<file path="src/rtl/flow_pkg.sv">
// Shared types and defaults for the spirometer flow-window sequencer.
// Holds the FSM state encoding, ARM flush length and default sizing.
package flow_pkg;

  typedef enum logic [1:0] {
    ST_IDLE    = 2'd0,
    ST_ARM     = 2'd1,
    ST_MEASURE = 2'd2,
    ST_DONE    = 2'd3
  } state_t;

  // Strobes spent refilling the detector history after a clear.
  localparam int ARM_TICKS = 2;

  localparam int DEF_CE_DIV       = 50;
  localparam int DEF_WINDOW_TICKS = 10000;
  localparam int DEF_CNT_W        = 16;

  // Bits needed to count 0..n-1 (at least one).
  function automatic int cntW(input int n);
    return (n < 2) ? 1 : $clog2(n);
  endfunction

endpackage

</file>
<file path="src/rtl/flow_window_sequencer_ce_prescaler.sv">
// Detector sample-strobe prescaler: one-cycle oTick every CE_DIV cycles.
// Ports: iClk, iReset (sync, active-low), iRun (clears when 0), oTick.
module ce_prescaler
  import flow_pkg::*;
#(
  parameter int CE_DIV = DEF_CE_DIV
) (
  input  logic iClk,
  input  logic iReset,
  input  logic iRun,
  output logic oTick
);

  localparam int PW = cntW(CE_DIV);
  localparam logic [PW-1:0] LAST = PW'(CE_DIV - 1);

  logic [PW-1:0] count;

  always_ff @(posedge iClk) begin
    if (!iReset) begin
      count <= '0;
    end else if (!iRun) begin
      count <= '0;
    end else if (count == LAST) begin
      count <= '0;
    end else begin
      count <= count + 1'b1;
    end
  end

  // Gated by iRun so a stop silences the strobe on the very next cycle.
  assign oTick = iRun && (count == LAST);

endmodule

</file>
<file path="src/rtl/flow_window_sequencer.sv">
// Sequences the turbine-pulse edge detector and counts edges per window.
// Ports: iClk, iReset (sync, active-low), iStart, iStop, iAck,
//   iDetPosedge in; oDetCE, oDetClr, oBusy, oValid, oCount, oOverflow out.
// Optional: FLOW_CONTINUOUS_EN makes windows run back-to-back with a
//   one-cycle oValid pulse per window instead of the valid/ack handshake.
module flow_window_sequencer
  import flow_pkg::*;
#(
  parameter int CE_DIV       = DEF_CE_DIV,
  parameter int WINDOW_TICKS = DEF_WINDOW_TICKS,
  parameter int CNT_W        = DEF_CNT_W
) (
  input  logic             iClk,
  input  logic             iReset,
  input  logic             iStart,
  input  logic             iStop,
  input  logic             iAck,
  input  logic             iDetPosedge,
  output logic             oDetCE,
  output logic             oDetClr,
  output logic             oBusy,
  output logic             oValid,
  output logic [CNT_W-1:0] oCount,
  output logic             oOverflow
);

  localparam int TMAX =
    (WINDOW_TICKS > ARM_TICKS) ? WINDOW_TICKS : ARM_TICKS;
  localparam int TW = cntW(TMAX);
  localparam logic [TW-1:0] ARM_LAST = TW'(ARM_TICKS - 1);
  localparam logic [TW-1:0] WIN_LAST = TW'(WINDOW_TICKS - 1);
  localparam logic [CNT_W-1:0] CNT_MAX = '1;

  state_t           state;
  logic [TW-1:0]    tickCnt;
  logic [CNT_W-1:0] acc;
  logic             sat;

  logic             run;
  logic             tick;
  logic             hit;
  logic             accTop;
  logic [CNT_W-1:0] accNext;
  logic             satNext;
  logic             winEnd;

  assign run = (state == ST_ARM) || (state == ST_MEASURE);

  ce_prescaler #(
    .CE_DIV(CE_DIV)
  ) uPrescaler (
    .iClk  (iClk),
    .iReset(iReset),
    .iRun  (run),
    .oTick (tick)
  );

  assign oDetCE = tick;

  // The detector flag is held between strobes, so only the strobe
  // cycle may count it; otherwise one edge would count CE_DIV times.
  assign hit     = (state == ST_MEASURE) && tick && iDetPosedge;
  assign accTop  = (acc == CNT_MAX);
  assign accNext = (hit && !accTop) ? acc + 1'b1 : acc;
  assign satNext = sat || (hit && accTop);
  assign winEnd  = tick && (tickCnt == WIN_LAST);

  always_ff @(posedge iClk) begin
    if (!iReset) begin
      state     <= ST_IDLE;
      tickCnt   <= '0;
      acc       <= '0;
      sat       <= 1'b0;
      oDetClr   <= 1'b0;
      oBusy     <= 1'b0;
      oValid    <= 1'b0;
      oCount    <= '0;
      oOverflow <= 1'b0;
    end else begin
      oDetClr <= 1'b0;
`ifdef FLOW_CONTINUOUS_EN
      oValid  <= 1'b0;
`endif
      unique case (state)
        ST_IDLE: begin
          if (iStart && !iStop) begin
            state   <= ST_ARM;
            oDetClr <= 1'b1;
            oBusy   <= 1'b1;
            tickCnt <= '0;
            acc     <= '0;
            sat     <= 1'b0;
          end
        end
        ST_ARM: begin
          if (iStop) begin
            state <= ST_IDLE;
            oBusy <= 1'b0;
          end else if (tick) begin
            if (tickCnt == ARM_LAST) begin
              state   <= ST_MEASURE;
              tickCnt <= '0;
            end else begin
              tickCnt <= tickCnt + 1'b1;
            end
          end
        end
        ST_MEASURE: begin
          if (iStop) begin
            state <= ST_IDLE;
            oBusy <= 1'b0;
          end else begin
            acc <= accNext;
            sat <= satNext;
            if (winEnd) begin
              // Include the edge seen on the closing strobe.
              oCount    <= accNext;
              oOverflow <= satNext;
              oValid    <= 1'b1;
              tickCnt   <= '0;
`ifdef FLOW_CONTINUOUS_EN
              // Stay in MEASURE: prescaler phase and detector
              // history carry straight into the next window.
              acc       <= '0;
              sat       <= 1'b0;
`else
              state     <= ST_DONE;
              oBusy     <= 1'b0;
`endif
            end else if (tick) begin
              tickCnt <= tickCnt + 1'b1;
            end
          end
        end
        ST_DONE: begin
          if (iAck) begin
            state  <= ST_IDLE;
            oValid <= 1'b0;
          end
        end
        default: begin
          state <= ST_IDLE;
          oBusy <= 1'b0;
        end
      endcase
    end
  end

endmodule

</file>
<file path="config.mk">
export PLATFORM = sky130hd
export DESIGN_NAME = flow_window_sequencer
export DESIGN_NICKNAME = d
export VERILOG_FILES = /design/src/rtl/flow_pkg.sv /design/src/rtl/flow_window_sequencer_ce_prescaler.sv /design/src/rtl/flow_window_sequencer.sv
export SDC_FILE = /design/constraint.sdc
export NUM_CORES = 1
export LEC_CHECK = 0
export BUFFER_PORTS_ARGS = -buffer_cell sky130_fd_sc_hd__buf_2
export CORE_ASPECT_RATIO = 1.2
export CORE_UTILIZATION = 55
export CTS_CLUSTER_DIAMETER = 50
export CTS_CLUSTER_SIZE = 30
export DETAILED_ROUTE_END_ITERATION = 7
export GPL_TIMING_DRIVEN = 0
export PLACE_DENSITY = 0.74
export SETUP_SLACK_MARGIN = 0.4
export SLEW_MARGIN = 10
export SYNTH_ARGS = -nofsm -noshare
export SYNTH_HDL_FRONTEND = slang
export SYNTH_SLANG_ARGS = --single-unit
</file>
<file path="constraint.sdc">
create_clock -name iClk -period 6.9 [get_ports iClk]
set_clock_uncertainty 0.2 [all_clocks]
set_input_delay 1.035 -clock iClk [delete_from_list [all_inputs] [get_ports iClk]]
set_output_delay 1.035 -clock iClk [all_outputs]
set_load 0.005 [all_outputs]
</file>
Word-level counts from Yosys, hierarchy flattened
Index checks and enable logic that the tools add are counted.
Widths: inputs -> output; s select.
{ "word_totals": {"register_bits": 59, "out_inout_bits": 21, "word_cells": 90} }
{ "op_classes": {"addsub": 3, "n_eq_ne": 18, "muxes": 33, "n_bitwise": 3, "reduce_logical": 23} }
{ "ops": {"columns": ["operator", "count"], "rows": [
  ["$mux 14", 7],
  ["$mux 16", 3],
  ["$pmux 14 s3", 1],
  ["$pmux 16 s2", 1],
  ["$add 16x1->16 const B", 1],
  ["$eq 16x16->1 const B", 1],
  ["$add 14x1->14 const B", 1],
  ["$eq 14x1->1 const B", 1],
  ["$eq 14x14->1 const B", 1],
  ["$mux 2", 7],
  ["$ne 2x2->1 const B", 7],
  ["$mux 1", 10],
  ["$ne 3x3->1 const B", 3],
  ["$pmux 2 s4", 1],
  ["$reduce_and 4->1", 2],
  ["$logic_and 1x1->1", 7],
  ["$add 6x1->6 const B", 1],
  ["$eq 6x6->1 const B", 1],
  ["$reduce_and 3->1", 2],
  ["$reduce_and 6->1", 1],
  ["$reduce_and 5->1", 1],
  ["$eq 2x2->1 const B", 2],
  ["$pmux 1 s2", 2],
  ["$reduce_bool 2->1", 2],
  ["10 further kinds", 14]
]} }

Logic depth before layout (Yosys ltp)
{ "depth": {"depth_word": 9, "mapped_depth": 9, "mapped_depth_nobuf": 7} }

Cells and area by module
From an unflattened synthesis, not the netlist that was laid out.
{ "unflattened": {"hier_cells": 384, "hier_area_um2": 3429.5} }
{ "modules_own_cells": {"columns": ["mod", "instances", "cells_each", "area_each_um2", "seq_area_each_um2"], "rows": [
  ["flow_window_sequencer", 1, 355, 3165.5, 1061.0],
  ["ce_prescaler", 1, 29, 264.0, 120.1]
]} }

Worst setup path before layout
Ideal clock, no wire load.
{ "synth_path": {"path_type": "input port to flip-flop", "startpoint": "in iStop", "endpoint": "reg tickCnt[0]", "arrival_ns": 2.328, "setup_slack_ns": 4.255, "cell_stages": 6, "n_path_buf": 2, "cell_sequence": "clkbuf_1 > o32ai_2 > nand2_1 > o31ai_2 > buf_2 > nor2_1"} }
{ "synth_between": {"elab_chain_len": 4} }
{ "synth_lines": {"columns": ["element", "line_no", "source"], "rows": [
  ["start: declaration", "flow_window_sequencer.sv:16", "input logic iStop,"],
  ["$logic_not 1->1", "flow_window_sequencer.sv:86", "if (iStart && !iStop) begin"],
  ["$logic_and 1x1->1", "flow_window_sequencer.sv:86", null],
  ["$ne 2x2->1 (no source line)", null, null],
  ["$reduce_and 6->1 (no source line) *", null, null],
  ["end signal: assignment", "flow_window_sequencer.sv:104", "tickCnt <= tickCnt + 1'b1;"],
  ["end signal: assignment", "flow_window_sequencer.sv:131", "tickCnt <= tickCnt + 1'b1;"],
  ["end: declaration", "flow_window_sequencer.sv:35", "logic [TW-1:0] tickCnt;"]
]} }
Every way passes the cells marked *; elsewhere a longest branch is shown, timed or not.
A chain may end at the register's enable or synchronous reset.

Worst setup path after layout
{ "layout_path": {"startpoint": "reg state[1]", "endpoint": "out oDetCE"} }
{ "layout_between": {"elab_chain_len": 3} }
{ "layout_lines": {"columns": ["element", "line_no", "source"], "rows": [
  ["start: declaration", "flow_window_sequencer.sv:34", "state_t state;"],
  ["start signal: assignment", "flow_window_sequencer.sv:70", "state <= ST_IDLE;"],
  ["start signal: assignment", "flow_window_sequencer.sv:87", "state <= ST_ARM;"],
  ["start signal: assignment", "flow_window_sequencer.sv:97", "state <= ST_IDLE;"],
  ["$eq 2x1->1 or $eq 2x2->1 (tied branches)", "flow_window_sequencer.sv:47", "assign run = (state == ST_ARM) || (state == ST_MEASURE);"],
  ["$logic_or 1x1->1 *", "flow_window_sequencer.sv:47", null],
  ["$logic_and 1x1->1 *", "flow_window_sequencer_ce_prescaler.sv:32", "assign oTick = iRun && (count == LAST);"],
  ["end: declaration", "flow_window_sequencer.sv:19", "output logic oDetCE,"]
]} }
Marks and branches as above.

==> metrics.md <==
| Metric | Value |
|---|---|
| Global-route wire length before repair | 13100 um |
| Crit path capture type | output port |
| Worst hold stages | 2 |
| Total wire length | 7520 um |
| Diode count | 0 |
| Gr ovfl total | 0 |
| Final hold violations | 0 |
| Critical R2R Launch | state[1]$_SDFFE_PN0P_ |
| Worst Hold Class | register to register |
| Crit share post-route | 46.3% |
| H-tree depth | 3 |
| CP most frequent cell | inv_1 |
| DIE AREA | 5990 um^2 |
| Vias | 2905 |
| Core Footprint | between 5000 and 6000 um^2 |
| Post-CTS Hold Fix Bufs | 0 |
| VDD IR max | 0.000155 V |
| Syn Inst Count | between 300 and 400 |
| DR DRC count | 0 |
| Reg-to-reg setup timing slack | 3.74 ns |
| CP Launch Type | register |
| LEAKAGE | between 0.001 and 0.0015 uW |
| Die W | 70.8 um |
| Sequential element share of the synthesized area | 37.8% |
| Finish-stage setup viols | 0 |
| Worst skew pair latency | ~0.35 ns |
| CP top delay family | simple AND/OR/NAND/NOR gates |
| Post-CTS Resized | 0 |
| Fin nets | 430 |
| CP Data Required Time | 5.66 ns |
| Cts bufs inserted | 9 |
| Power Dens Cells | 203 nW/um^2 |
| Least-Margin Pin Slew | 0.846 ns |
| Top Ports | 27 |
| Crit path cell chain | inv_1, ha_1, and4b_1, nand2b_1, inv_1, buf_2 |
| Area Growth Syn to Fin | 12.4% |
| CP max-delay cell | ha_1 |
| Async S/R FF share, synth | 0% |
| Largest net degree at the start of global routing | 11 |
| Pre-Repair DR Iteration Count | 6 |
| Number of enable flip-flop cells after synthesis | 0 |
| Mapped Area | 3130 um^2 |
| Post-detail-place hpwl | 5420 um |
| Final antenna-violating net count | 0 |
| Die Y | ~85 um |
| Net Count, Synth | 393 |
| Crit path capture | oDetCE |
| CTS tree | done |
| Fin. max-slew vios | 0 |
| Initial antenna violation count | 0 |
| Minimum clock period | 3.19 ns |
| Yosys top cell by area | dfxtp_1 |
| Buf/Inv on CP | 3 |
| Run status | finished clean |
| Normalized max-slew margin | 43.6% |
| Synth cell count leaders | 59 x dfxtp_1, 37 x nor2_1, 28 x a21oi_1 |
| Final std cells w/o fill | between 400 and 500 |
| Top cells by area, synth | dfxtp_1 38%, a21oi_1 4.5%, nor2_1 4.4% |
| Most frequent cell after synthesis | dfxtp_1 |
| Capture point of the worst reg-to-reg path | tickCnt[11]$_SDFFE_PN0P_ |
| Yosys reg bits | 59 |
| Design area | 3510 um^2 |
| Routability congestion estimate | 0.906 |
| Crit path max fanout | 6 |
| Max cap viols | 0 |
| Prevailing post-synth register cell | dfxtp_1 |
| Share of the synthesized area in the top cell type | a little under two fifths |
| CTS root buf | clkbuf_8 |
| Setup CP Type | register to output port |
| Reg2Reg Depth | 8 |
| Clock Sinks | 59 |
| GR Util All Layers | 27.9% |
| Worst-path clk slew | 0.06 ns |
| Starting Density | just under 60% |
| Mean Syn Cell Area | around 8.3 um^2 |
| Post-CTS setup buffer count | 0 |
| Iter 0 DRT Violations | 200 |
| Rows | 29 |
| Final TNS setup | 0 ns |
| Crit. Startpoint | state[1]$_SDFFE_PN0P_ |
| Maximum clock path buffer count | 2 |
| Cells after DPL | approximately 470 |
| Syn. warnings | 0 |
| Fillers | ~490 |
| Share of post-route cells with drive strength above 1 | about 13% |
| Post-DP Area | 3330 um^2 |
| Synth cell types | 51 |
| Critical path depth | 6 |
| Port-buffer cells | 26 |
| Worst path arrival time | 1.96 ns |
| Vias in the first global route | 2841 |
| Drt wl/cell | between 15 and 20 um |
| FMAX | 0.313 GHz |
| RSZ-0062 raised after global routing | false |
| Vias per cell | 6.04 |
| Worst path max stage delay | about 0.4 ns |
## metal layers
layer,global-route usage [%],share of wire (%)
met1,31.9,43
met2,48.2,51
met3,7.08,4.4
met4,13.6,2.3
met5,0,0
## layout by cell type (no fill, tap or decap), types with 2 or more instances in the layout
master       n
o21ai_0     23
nor2_1      37
mux2i_1      3
clkinv_2     2
o31a_1       3
and3_1      10
buf_2       29
inv_1        9
nand2_1     19
and4_2       2
dfxtp_1     59
nand4b_1     2
clkbuf_8    11
a31oi_1      9
o211ai_1     5
nand3b_1     2
a211oi_1     7
xor2_1      12
nand4_1     15
a21boi_0     2
a21oi_1     28
nand2b_1    10
nor2b_1      7
clkbuf_1    14
o21a_1       2
clkinvlp_4   2
ha_1        10
and2_1       6
o22ai_1      2
and4b_1      2
nor4_1       5
or3_1        8
and4_1       3
nor3_1       8
nand3_1     18
xnor2_1     15
## power breakdown
group / total (uW) / switching (uW) / internal [uW]
clock: 287 / 139 / 148
combinational: 74.7 / 46.9 / 27.8
sequential: 353 / 5.87 / 347
## flip-flops by register name, summed over array words and instances, names as in the netlist, 2 cells and up
register and count:
oCount 16, uPrescaler.count 6, state 2, acc 16, tickCnt 14
## area by class of cell
cell class                      count  area [um^2]  area share (%)
Clock inverter                      4         25.0           0.712
Buffer                             17         67.6            1.92
Tap cell                           62         77.6            2.21
Inverter                            9         33.8           0.961
Multi-Input combinational cell    292         1840            52.5
Timing Repair Buffer               26          130            3.70
Sequential cell                    59         1180            33.6
Clock buffer                       12          155            4.41
## worst min-delay path, stage by stage (launching register included)
cell     delay (ns)
dfxtp_1        0.31
nand2_1        0.05
o22ai_1        0.06
## metrics by stage
step / worst slack [ns] / utilization (%) / power, uW / hold WS (ns)
finish: 3.71 / 65.4 / 715 / 0.271
global route: 3.54 / 65.4 / 749 / 0.302
CTS: 3.70 / 65.4 / 718 / 0.275
detailed placement: 3.68 / 62.1 / 434 / 0.264
global placement: 3.70 / 62.1 / 432 / 0.248
floorplan: 4.25 / - / 414 / 0.233
## cells by family (layout without fill, tap and decap cells)
group | count (synthesis) | count (layout) | synth area share (%)
multiplexers | 3 | 3 | 0.960
adder cells (fa/ha/maj) | 10 | 10 | 4.00
buffers and inverters | 26 | 68 | 3.24
AND/OR/NAND/NOR | 159 | 159 | 27.5
AO/OA/AOI/OAI | 93 | 93 | 19.0
XOR/XNOR | 27 | 27 | 7.56
flip-flops | 59 | 59 | 37.8
## how the worst min path moves through the flow
stage,end,from
after floorplan,uPrescaler.count[0]$_SDFF_PP0_,uPrescaler.count[0]$_SDFF_PP0_
after CTS,oCount[12]$_SDFFE_PN0P_,oCount[12]$_SDFFE_PN0P_
final,oCount[10]$_SDFFE_PN0P_,oCount[10]$_SDFFE_PN0P_
after detailed placement,oCount[12]$_SDFFE_PN0P_,oCount[12]$_SDFFE_PN0P_
after global placement,uPrescaler.count[0]$_SDFF_PP0_,uPrescaler.count[0]$_SDFF_PP0_
after global routing,oCount[10]$_SDFFE_PN0P_,oCount[10]$_SDFFE_PN0P_
Note: power is estimated with default switching activity, not from simulation.
